## src/rtl/msu_ctrl_prefetch.sv

```systemverilog
`default_nettype none
// ============================================================================
// Module   : msu_ctrl_prefetch
// Desc     : MSU-1 register front end ($2000-$2007, banks $00-$3F/$80-$BF)
//            with a FIFO_DEPTH-byte data prefetch buffer refilled over a
//            req/ack fetch port, plus audio track/volume/control registers
//            and resume-point capture.
// Options  : define MSU_VOLUME_FADE_EN to ramp volume one step toward the
//            $2006 target every FADE_DIV SYSCLKF_CE pulses.
// Revision : 1.0 - initial release
// ============================================================================
module msu_ctrl_prefetch #(
  parameter int FIFO_DEPTH = 8,
  parameter int ADDR_W     = 32,
  parameter int FADE_DIV   = 256
) (
  input  logic              CLK,
  input  logic              RST,
  input  logic              ENABLE,
  input  logic              RD_N,
  input  logic              WR_N,
  input  logic              SYSCLKF_CE,
  input  logic [23:0]       ADDR,
  input  logic [7:0]        DIN,
  output logic [7:0]        DOUT,
  output logic              MSU_SEL,
  output logic [15:0]       track_num,
  output logic              track_request,
  input  logic              track_mounting,
  output logic [7:0]        volume,
  input  logic              status_track_missing,
  output logic              status_audio_repeat,
  output logic              status_audio_playing,
  input  logic              audio_stop,
  output logic              audio_resume,
  input  logic [21:0]       audio_sector,
  output logic [21:0]       resume_sector,
  output logic [ADDR_W-1:0] fetch_addr,
  output logic              fetch_req,
  input  logic [7:0]        fetch_data,
  input  logic              fetch_ack
);

  localparam int PTR_W = $clog2(FIFO_DEPTH);
  localparam int CNT_W = PTR_W + 1;
  localparam logic [CNT_W-1:0] FULL_CNT = CNT_W'(FIFO_DEPTH);

  typedef enum logic [1:0] {ST_IDLE = 2'd0, ST_FETCH = 2'd1, ST_DRAIN = 2'd2} state_t;

  state_t             state_q, state_d;
  logic [31:0]        seek_q, seek_d;
  logic [ADDR_W-1:0]  fetch_addr_q, fetch_addr_d;
  logic [7:0]         fifo_q [FIFO_DEPTH];
  logic [7:0]         fifo_d [FIFO_DEPTH];
  logic [PTR_W-1:0]   wr_ptr_q, wr_ptr_d, rd_ptr_q, rd_ptr_d;
  logic [CNT_W-1:0]   count_q, count_d;
  logic               busy_q, busy_d;
  logic               rd_sel_q;
  logic               mounting_q;
  logic [7:0]         track_lsb_q, track_lsb_d;
  logic [15:0]        track_num_q, track_num_d;
  logic               track_request_q, track_request_d;
  logic [7:0]         volume_q, volume_d;
  logic               repeat_q, repeat_d, playing_q, playing_d;
  logic               resume_valid_q, resume_valid_d;
  logic [15:0]        resume_track_q, resume_track_d;
  logic [21:0]        resume_sector_q, resume_sector_d;
  logic               audio_resume_q, audio_resume_d;
  logic [7:0]         dout_q, dout_d;

  logic wr_en, rd_sel, seek_wr, push, pop, fifo_empty, fifo_full;
  logic [7:0] fifo_head, status;
  logic unused_addr;

  assign MSU_SEL     = ENABLE & ~ADDR[22] & (ADDR[15:3] == 13'h0400);
  assign wr_en       = MSU_SEL & SYSCLKF_CE & ~WR_N;
  assign rd_sel      = MSU_SEL & ~RD_N & (ADDR[2:0] == 3'd1);
  assign seek_wr     = wr_en & (ADDR[2:0] == 3'd3);
  assign fifo_empty  = (count_q == '0);
  assign fifo_full   = (count_q == FULL_CNT);
  assign fifo_head   = fifo_q[rd_ptr_q];
  assign status      = {busy_q, track_request_q, repeat_q, playing_q, status_track_missing, 3'b010};
  assign unused_addr = ^{ADDR[23], ADDR[21:16]};

  // Seek register, fetch FSM and prefetch FIFO bookkeeping.
  always_comb begin
    state_d      = state_q;
    seek_d       = seek_q;
    fetch_addr_d = fetch_addr_q;
    fifo_d       = fifo_q;
    wr_ptr_d     = wr_ptr_q;
    rd_ptr_d     = rd_ptr_q;
    count_d      = count_q;
    busy_d       = busy_q;
    push         = 1'b0;
    // A pop completes when the $2001 read strobe is released.
    pop          = rd_sel_q & ~rd_sel & ~busy_q & ~fifo_empty & ~seek_wr;

    if (wr_en) begin
      case (ADDR[2:0])
        3'd0:    seek_d[7:0]   = DIN;
        3'd1:    seek_d[15:8]  = DIN;
        3'd2:    seek_d[23:16] = DIN;
        3'd3:    seek_d[31:24] = DIN;
        default: ;
      endcase
    end

    case (state_q)
      ST_IDLE: begin
        if (!seek_wr && !fifo_full) state_d = ST_FETCH;
      end
      ST_FETCH: begin
        // An ack coinciding with a seek carries stale data: drop it.
        if (fetch_ack) begin
          state_d = ST_IDLE;
          push    = ~seek_wr & ~fifo_full;
        end else if (seek_wr) begin
          state_d = ST_DRAIN;
        end
      end
      ST_DRAIN: begin
        if (fetch_ack) state_d = ST_IDLE;
      end
      default: state_d = ST_IDLE;
    endcase

    if (seek_wr) begin
      fetch_addr_d = ADDR_W'({DIN, seek_q[23:0]});
      wr_ptr_d     = '0;
      rd_ptr_d     = '0;
      count_d      = '0;
      busy_d       = 1'b1;
    end else begin
      if (push) begin
        fifo_d[wr_ptr_q] = fetch_data;
        wr_ptr_d         = wr_ptr_q + PTR_W'(1);
        fetch_addr_d     = fetch_addr_q + ADDR_W'(1);
      end
      if (pop) rd_ptr_d = rd_ptr_q + PTR_W'(1);
      if (push && !pop)      count_d = count_q + CNT_W'(1);
      else if (pop && !push) count_d = count_q - CNT_W'(1);
      if (busy_q && (count_d == FULL_CNT)) busy_d = 1'b0;
    end
  end

  // Audio control registers, resume capture and registered read mux.
  always_comb begin
    track_lsb_d     = track_lsb_q;
    track_num_d     = track_num_q;
    track_request_d = track_request_q;
    repeat_d        = repeat_q;
    playing_d       = playing_q;
    resume_valid_d  = resume_valid_q;
    resume_track_d  = resume_track_q;
    resume_sector_d = resume_sector_q;
    audio_resume_d  = 1'b0;
    dout_d          = 8'h00;

    if (mounting_q && !track_mounting) track_request_d = 1'b0;
    if (audio_stop) playing_d = 1'b0;

    if (wr_en) begin
      case (ADDR[2:0])
        3'd4: track_lsb_d = DIN;
        3'd5: begin
          track_num_d     = {DIN, track_lsb_q};
          track_request_d = 1'b1;
          if (resume_valid_q && (resume_track_q == {DIN, track_lsb_q})) begin
            audio_resume_d = 1'b1;
            resume_valid_d = 1'b0;
          end
        end
        3'd7: begin
          repeat_d  = DIN[1];
          playing_d = DIN[0];
          if (DIN[2] && !DIN[0]) begin
            resume_track_d  = track_num_q;
            resume_sector_d = audio_sector;
            resume_valid_d  = 1'b1;
          end
        end
        default: ;
      endcase
    end

    case (ADDR[2:0])
      3'd0:    dout_d = status;
      3'd1:    dout_d = fifo_empty ? 8'h00 : fifo_head;
      3'd2:    dout_d = 8'h53;
      3'd3:    dout_d = 8'h2D;
      3'd4:    dout_d = 8'h4D;
      3'd5:    dout_d = 8'h53;
      3'd6:    dout_d = 8'h55;
      default: dout_d = 8'h31;
    endcase
  end

`ifdef MSU_VOLUME_FADE_EN
  localparam int DIV_W = $clog2(FADE_DIV + 1);
  logic [7:0]       target_q, target_d;
  logic [DIV_W-1:0] div_q, div_d;

  // Step volume toward the target once every FADE_DIV CE pulses.
  always_comb begin
    target_d = target_q;
    div_d    = div_q;
    volume_d = volume_q;
    if (wr_en && (ADDR[2:0] == 3'd6)) begin
      target_d = DIN;
      div_d    = '0;
    end else if (SYSCLKF_CE && (volume_q != target_q)) begin
      if (div_q == DIV_W'(FADE_DIV - 1)) begin
        div_d    = '0;
        volume_d = (volume_q < target_q) ? volume_q + 8'd1 : volume_q - 8'd1;
      end else begin
        div_d = div_q + DIV_W'(1);
      end
    end
  end

  // Fade target and divider registers.
  always_ff @(posedge CLK) begin
    if (RST) begin
      target_q <= '0;
      div_q    <= '0;
    end else begin
      target_q <= target_d;
      div_q    <= div_d;
    end
  end
`else
  // Volume takes the written value directly.
  always_comb begin
    volume_d = volume_q;
    if (wr_en && (ADDR[2:0] == 3'd6)) volume_d = DIN;
  end

  // FADE_DIV has no role without the fade ramp; keep a range marker only.
  if (FADE_DIV < 1) begin : g_fade_div_range
  end
`endif

  // State registers with synchronous reset.
  always_ff @(posedge CLK) begin
    if (RST) begin
      state_q         <= ST_IDLE;
      seek_q          <= '0;
      fetch_addr_q    <= '0;
      fifo_q          <= '{default: '0};
      wr_ptr_q        <= '0;
      rd_ptr_q        <= '0;
      count_q         <= '0;
      busy_q          <= 1'b0;
      rd_sel_q        <= 1'b0;
      mounting_q      <= 1'b0;
      track_lsb_q     <= '0;
      track_num_q     <= '0;
      track_request_q <= 1'b0;
      volume_q        <= '0;
      repeat_q        <= 1'b0;
      playing_q       <= 1'b0;
      resume_valid_q  <= 1'b0;
      resume_track_q  <= '0;
      resume_sector_q <= '0;
      audio_resume_q  <= 1'b0;
      dout_q          <= '0;
    end else begin
      state_q         <= state_d;
      seek_q          <= seek_d;
      fetch_addr_q    <= fetch_addr_d;
      fifo_q          <= fifo_d;
      wr_ptr_q        <= wr_ptr_d;
      rd_ptr_q        <= rd_ptr_d;
      count_q         <= count_d;
      busy_q          <= busy_d;
      rd_sel_q        <= rd_sel;
      mounting_q      <= track_mounting;
      track_lsb_q     <= track_lsb_d;
      track_num_q     <= track_num_d;
      track_request_q <= track_request_d;
      volume_q        <= volume_d;
      repeat_q        <= repeat_d;
      playing_q       <= playing_d;
      resume_valid_q  <= resume_valid_d;
      resume_track_q  <= resume_track_d;
      resume_sector_q <= resume_sector_d;
      audio_resume_q  <= audio_resume_d;
      dout_q          <= dout_d;
    end
  end

  assign DOUT                 = dout_q;
  assign track_num            = track_num_q;
  assign track_request        = track_request_q;
  assign volume               = volume_q;
  assign status_audio_repeat  = repeat_q;
  assign status_audio_playing = playing_q;
  assign audio_resume         = audio_resume_q;
  assign resume_sector        = resume_sector_q;
  assign fetch_addr           = fetch_addr_q;
  assign fetch_req            = (state_q == ST_FETCH);

endmodule
`default_nettype wire
```

## config.mk

```make
export PLATFORM = sky130hd
export DESIGN_NAME = msu_ctrl_prefetch
export DESIGN_NICKNAME = d
export VERILOG_FILES = /design/src/rtl/msu_ctrl_prefetch.sv
export SDC_FILE = /design/constraint.sdc
export NUM_CORES = 1
export LEC_CHECK = 0
export ABC_AREA = 1
export BUFFER_PORTS_ARGS = -buffer_cell sky130_fd_sc_hd__buf_2
export CAP_MARGIN = 25
export CELL_PAD_IN_SITES_DETAIL_PLACEMENT = 1
export CELL_PAD_IN_SITES_GLOBAL_PLACEMENT = 1
export CORE_UTILIZATION = 40
export DETAILED_ROUTE_END_ITERATION = 12
export GPL_TIMING_DRIVEN = 1
export PLACE_DENSITY = 0.89
export SYNTH_ARGS = -nofsm -noshare
export SYNTH_HDL_FRONTEND = slang
export SYNTH_SLANG_ARGS = --single-unit
```

## constraint.sdc

```tcl
create_clock -name CLK -period 3.25 [get_ports CLK]
set_input_delay 0.1625 -clock CLK [delete_from_list [all_inputs] [get_ports CLK]]
set_output_delay 0.1625 -clock CLK [all_outputs]
set_load 0.02 [all_outputs]
```

==> reports/metrics.csv <==
stage;metric;value;unit
clock_tree;root_buffer;clkbuf_16;
die;coreArea;24300;µm²
pwr;ir_drop;0.415;mV
placed_design;dp_hpwl;22400;µm
placed_design;dp_cells;1741;
route;ant_nets;0;
clock_tree;htreeDepth;1;
synth;synth_cell_type_count;51;
clock_tree;numCtsBuffers;25;
synth;yosysTopAreaCell;dfxtp_1;
grt;antenna_found_initial;3;
synth;ys.flop_type;dfxtp_1;
route;viasPerCell;5.46;
synth;synth_edf_count;0;
sta;drv_slew;0;
synth;ys_top_cells_by_area;dfxtp_1 (44%), a21oi_1 (10%), o21ai_0 (7.2%);
clock_tree;clock_sinks;218;
min_path;min_from;fetch_data[7];
final_layout;final_net_count;1548;
grt;grt_use_total;25.8;%
grt;grt_max_degree;77;
clock_tree;clkLatencyLatePin;0.52;ns
clock_tree;path_clk_slew;0.06;ns
synth;synth.area.mux_share;0;%
synth;avgSynthCellArea;7.54;µm²
synth;synth_seq_cells;218;
sta;setup_viol;0;
critical_path;ff2ff_setup_slack;0.51;ns
clock_tree;clockBufferDepth;3;
critical_path;end_kind;register;
final_layout;design_area;12000;µm²
die;start_util;40.8;%
synth;yosys.area_share.xor_xnor;1.94;%
synth;synthAdderAreaFrac;0.631;%
sta;rsz0062_at_grt;false;
sta;finalHoldViolCount;0;
synth;synth-seq-area-share;44.0;%
synth;synth_top_family_by_area;compound AO/OA/AOI/OAI gates;
route;drtPass1Iterations;5;
critical_path;worstReg2RegStart;count_q[0];
final_layout;finalNonFillerCells;1813;
flow_run;cap_violations;0;
sta;fmax;365;MHz
pwr;p_leak;4.75;nW
route;wl;33200;µm
synth;synth-simple-area-share;19.6;%
synth;ys_warn_count;0;
sta;maxSlewHeadroom;42.8;%
critical_path;critPathLaunch;count_q[0];
placed_design;placed_cell_area;10900;µm²
placed_design;gp_congestion;0.920;
critical_path;cp.required;3.64;ns
critical_path;regToRegEndpoint;fifo_q[39];
synth;synth_top_area_share;44.0;%
min_path;hold_class;primary input to register;
critical_path;crit_type;register to register;
sta;worst_pin_slew;0.858;ns
placed_design;port_buffers;156;
die;design.die.area;25400;µm²
die;die_y;159;µm
final_layout;nFillCells;3082;
clock_tree;post-cts-setup-buffer-count;0;
sta;min_period;2.74;ns
pwr;power.density;492;nW/µm²
die;fp.dieW;159;µm
synth;postSynthCellCount;1316;
critical_path;worstSetupEndpoint;fifo_q[39];
synth;synth_area;9920;µm²
route;first_iter_violations;634;
synth;synth_nets;1393;
die;num_rows;57;
critical_path;startpoint_type;register;
final_layout;area_growth;20.6;%
route;via_count;9901;
route;drc;0;
critical_path;worstPathMaxFanout;28;
clock_tree;cts_tree;done;
die;io_pins;164;
synth;synth-compound-area-share;24.0;%
synth;synth_async_sr_flop_share;0;%
sta;fin_crit_sh;84.3;%
sta;finalSetupTns;0;ns
pwr;total_power;5.88;mW
sta;holdWs;0.0205;ns
grt;grt-ovfl-total;0;
grt;grt_pass1_wl;53200;µm
critical_path;crit_arrival;3.13;ns
status;outcome;finished clean;
route;wl_per_cell;18.3;µm
final_layout;drive_gt1_share;17.2;%
critical_path;r2r_cells;8;
sta;skew;0.00797;ns
grt;grt_pass1_vias;10196;
kinds of logic after synthesis:
family / count (synthesis)
flops: 218
xor+xnor: 22
buf+inv: 240
fa+ha+maj: 5
compound gates: 434
simple gates: 397
through the flow:
stage,util (%),worst slack [ns]
final,49.2,0.511
after global routing,49.2,0.243
after CTS,49.2,0.490
after detailed placement,44.7,0.523
after global placement,44.7,0.660
after floorplan,-,1.17
metal layers:
layer,vias to the layer above,wire [µm],GRT usage [%]
li1,4729,-,-
met1,4831,14000,32.1
met2,271,16200,45.0
met3,68,2020,4.92
met4,2,950,7.91
met5,-,17,0
critical path, cell delays in order, from the launching register on:
cell     delay, ns
dfxtp_1       0.37
inv_1         0.10
ha_1          0.24
nand3_1       0.22
nand3_4       0.41
nor2_4        0.58
nand2_1       0.37
o21ai_0       0.26
a21oi_1       0.05
power breakdown:
group          internal, mW  total, mW  switching (mW)  leakage (nW)
combinational         0.112      0.359           0.247          2.59
clock                  1.70       2.82            1.11         0.394
sequential             2.69       2.71          0.0122          1.76
total                  4.51       5.88            1.37          4.75
how the worst min path moves through the flow:
| stage | endpoint | depth (start not counted) |
|---|---|---|
| floorplan | mounting_q | 2 |
| global placement | resume_sector[15] | 2 |
| detailed placement | resume_sector[21] | 2 |
| CTS | fifo_q[63] | 3 |
| global route | fifo_q[26] | 3 |
| finish | fifo_q[63] | 3 |
flip-flops by register name, indices dropped and copies added, names as in the netlist:
name / flops
status_audio_playing: 1
rd_sel_q: 1
mounting_q: 1
state_q: 2
audio_resume: 1
seek_q: 24
resume_sector: 22
status_audio_repeat: 1
count_q: 4
busy_q: 1
DOUT: 8
track_lsb_q: 8
resume_track_q: 16
volume: 8
wr_ptr_q: 3
fifo_q: 64
rd_ptr_q: 3
track_request: 1
track_num: 16
resume_valid_q: 1
fetch_addr: 32
cells in the final DEF, fill, tap and decap left out, drive strengths merged, types with 2 or more instances in the layout:
| master | n |
|---|---|
| dfxtp | 218 |
| a21oi | 204 |
| nand2 | 183 |
| inv | 171 |
| buf | 167 |
| o21ai | 142 |
| nor2 | 87 |
| nand3 | 79 |
| clkbuf | 36 |
| dlygate4sd3 | 27 |
| o21a | 25 |
| nor3 | 21 |
| xor2 | 20 |
| a211oi | 18 |
| a31oi | 14 |
| o22ai | 11 |
| nand4 | 10 |
| o211ai | 7 |
| nor4 | 6 |
| ha | 5 |
| clkinv | 5 |
| nand3b | 3 |
| o221ai | 3 |
| o2111ai | 3 |
| clkinvlp | 3 |
| or2 | 3 |
| nor3b | 3 |
| diode | 2 |
| a22oi | 2 |
| a41oi | 2 |
| xnor2 | 2 |
| bufinv | 2 |
Yosys cell counts (2+ instances only):
cell type / n
nand3b_1: 3
a21oi_1: 203
nand4_1: 8
nor3_4: 3
xor2_1: 20
a41oi_1: 2
nor2_2: 6
nor3_1: 16
nand2_4: 2
nand3_4: 3
inv_1: 165
buf_6: 5
nand3_1: 71
buf_4: 6
clkinv_1: 3
buf_2: 13
nor4_1: 6
a22oi_1: 2
a31oi_1: 14
nand2_1: 173
nand3_2: 5
nor2_4: 7
o2111ai_1: 3
or2_2: 2
xnor2_1: 2
nand2_2: 8
buf_1: 5
dfxtp_1: 218
clkbuf_1: 37
o221ai_1: 3
o22ai_1: 11
o211ai_1: 7
o21a_1: 25
o21ai_0: 142
ha_1: 5
nor3_2: 2
nor2_1: 73
nor3b_1: 2
inv_2: 6
a211oi_1: 18
final cells by class:
| class | count | area, µm² | area share [%] |
|---|---|---|---|
| inverters | 174 | 653 | 5.46 |
| flip-flops and latches | 218 | 4360 | 36.5 |
| diodes | 2 | 5.00 | 0.0418 |
| repair buffers | 194 | 1140 | 9.50 |
| clock inverters | 7 | 92.6 | 0.774 |
| clock buffers | 36 | 727 | 6.08 |
| multi-input cells | 858 | 4580 | 38.3 |
| well taps | 324 | 405 | 3.39 |
what timing repair did:
item	4_1_cts	5_1_grt
resized for setup	0	0
hold buffers	27	0
hold endpoints to repair	27	0
Power figures use the tool's default switching activity.
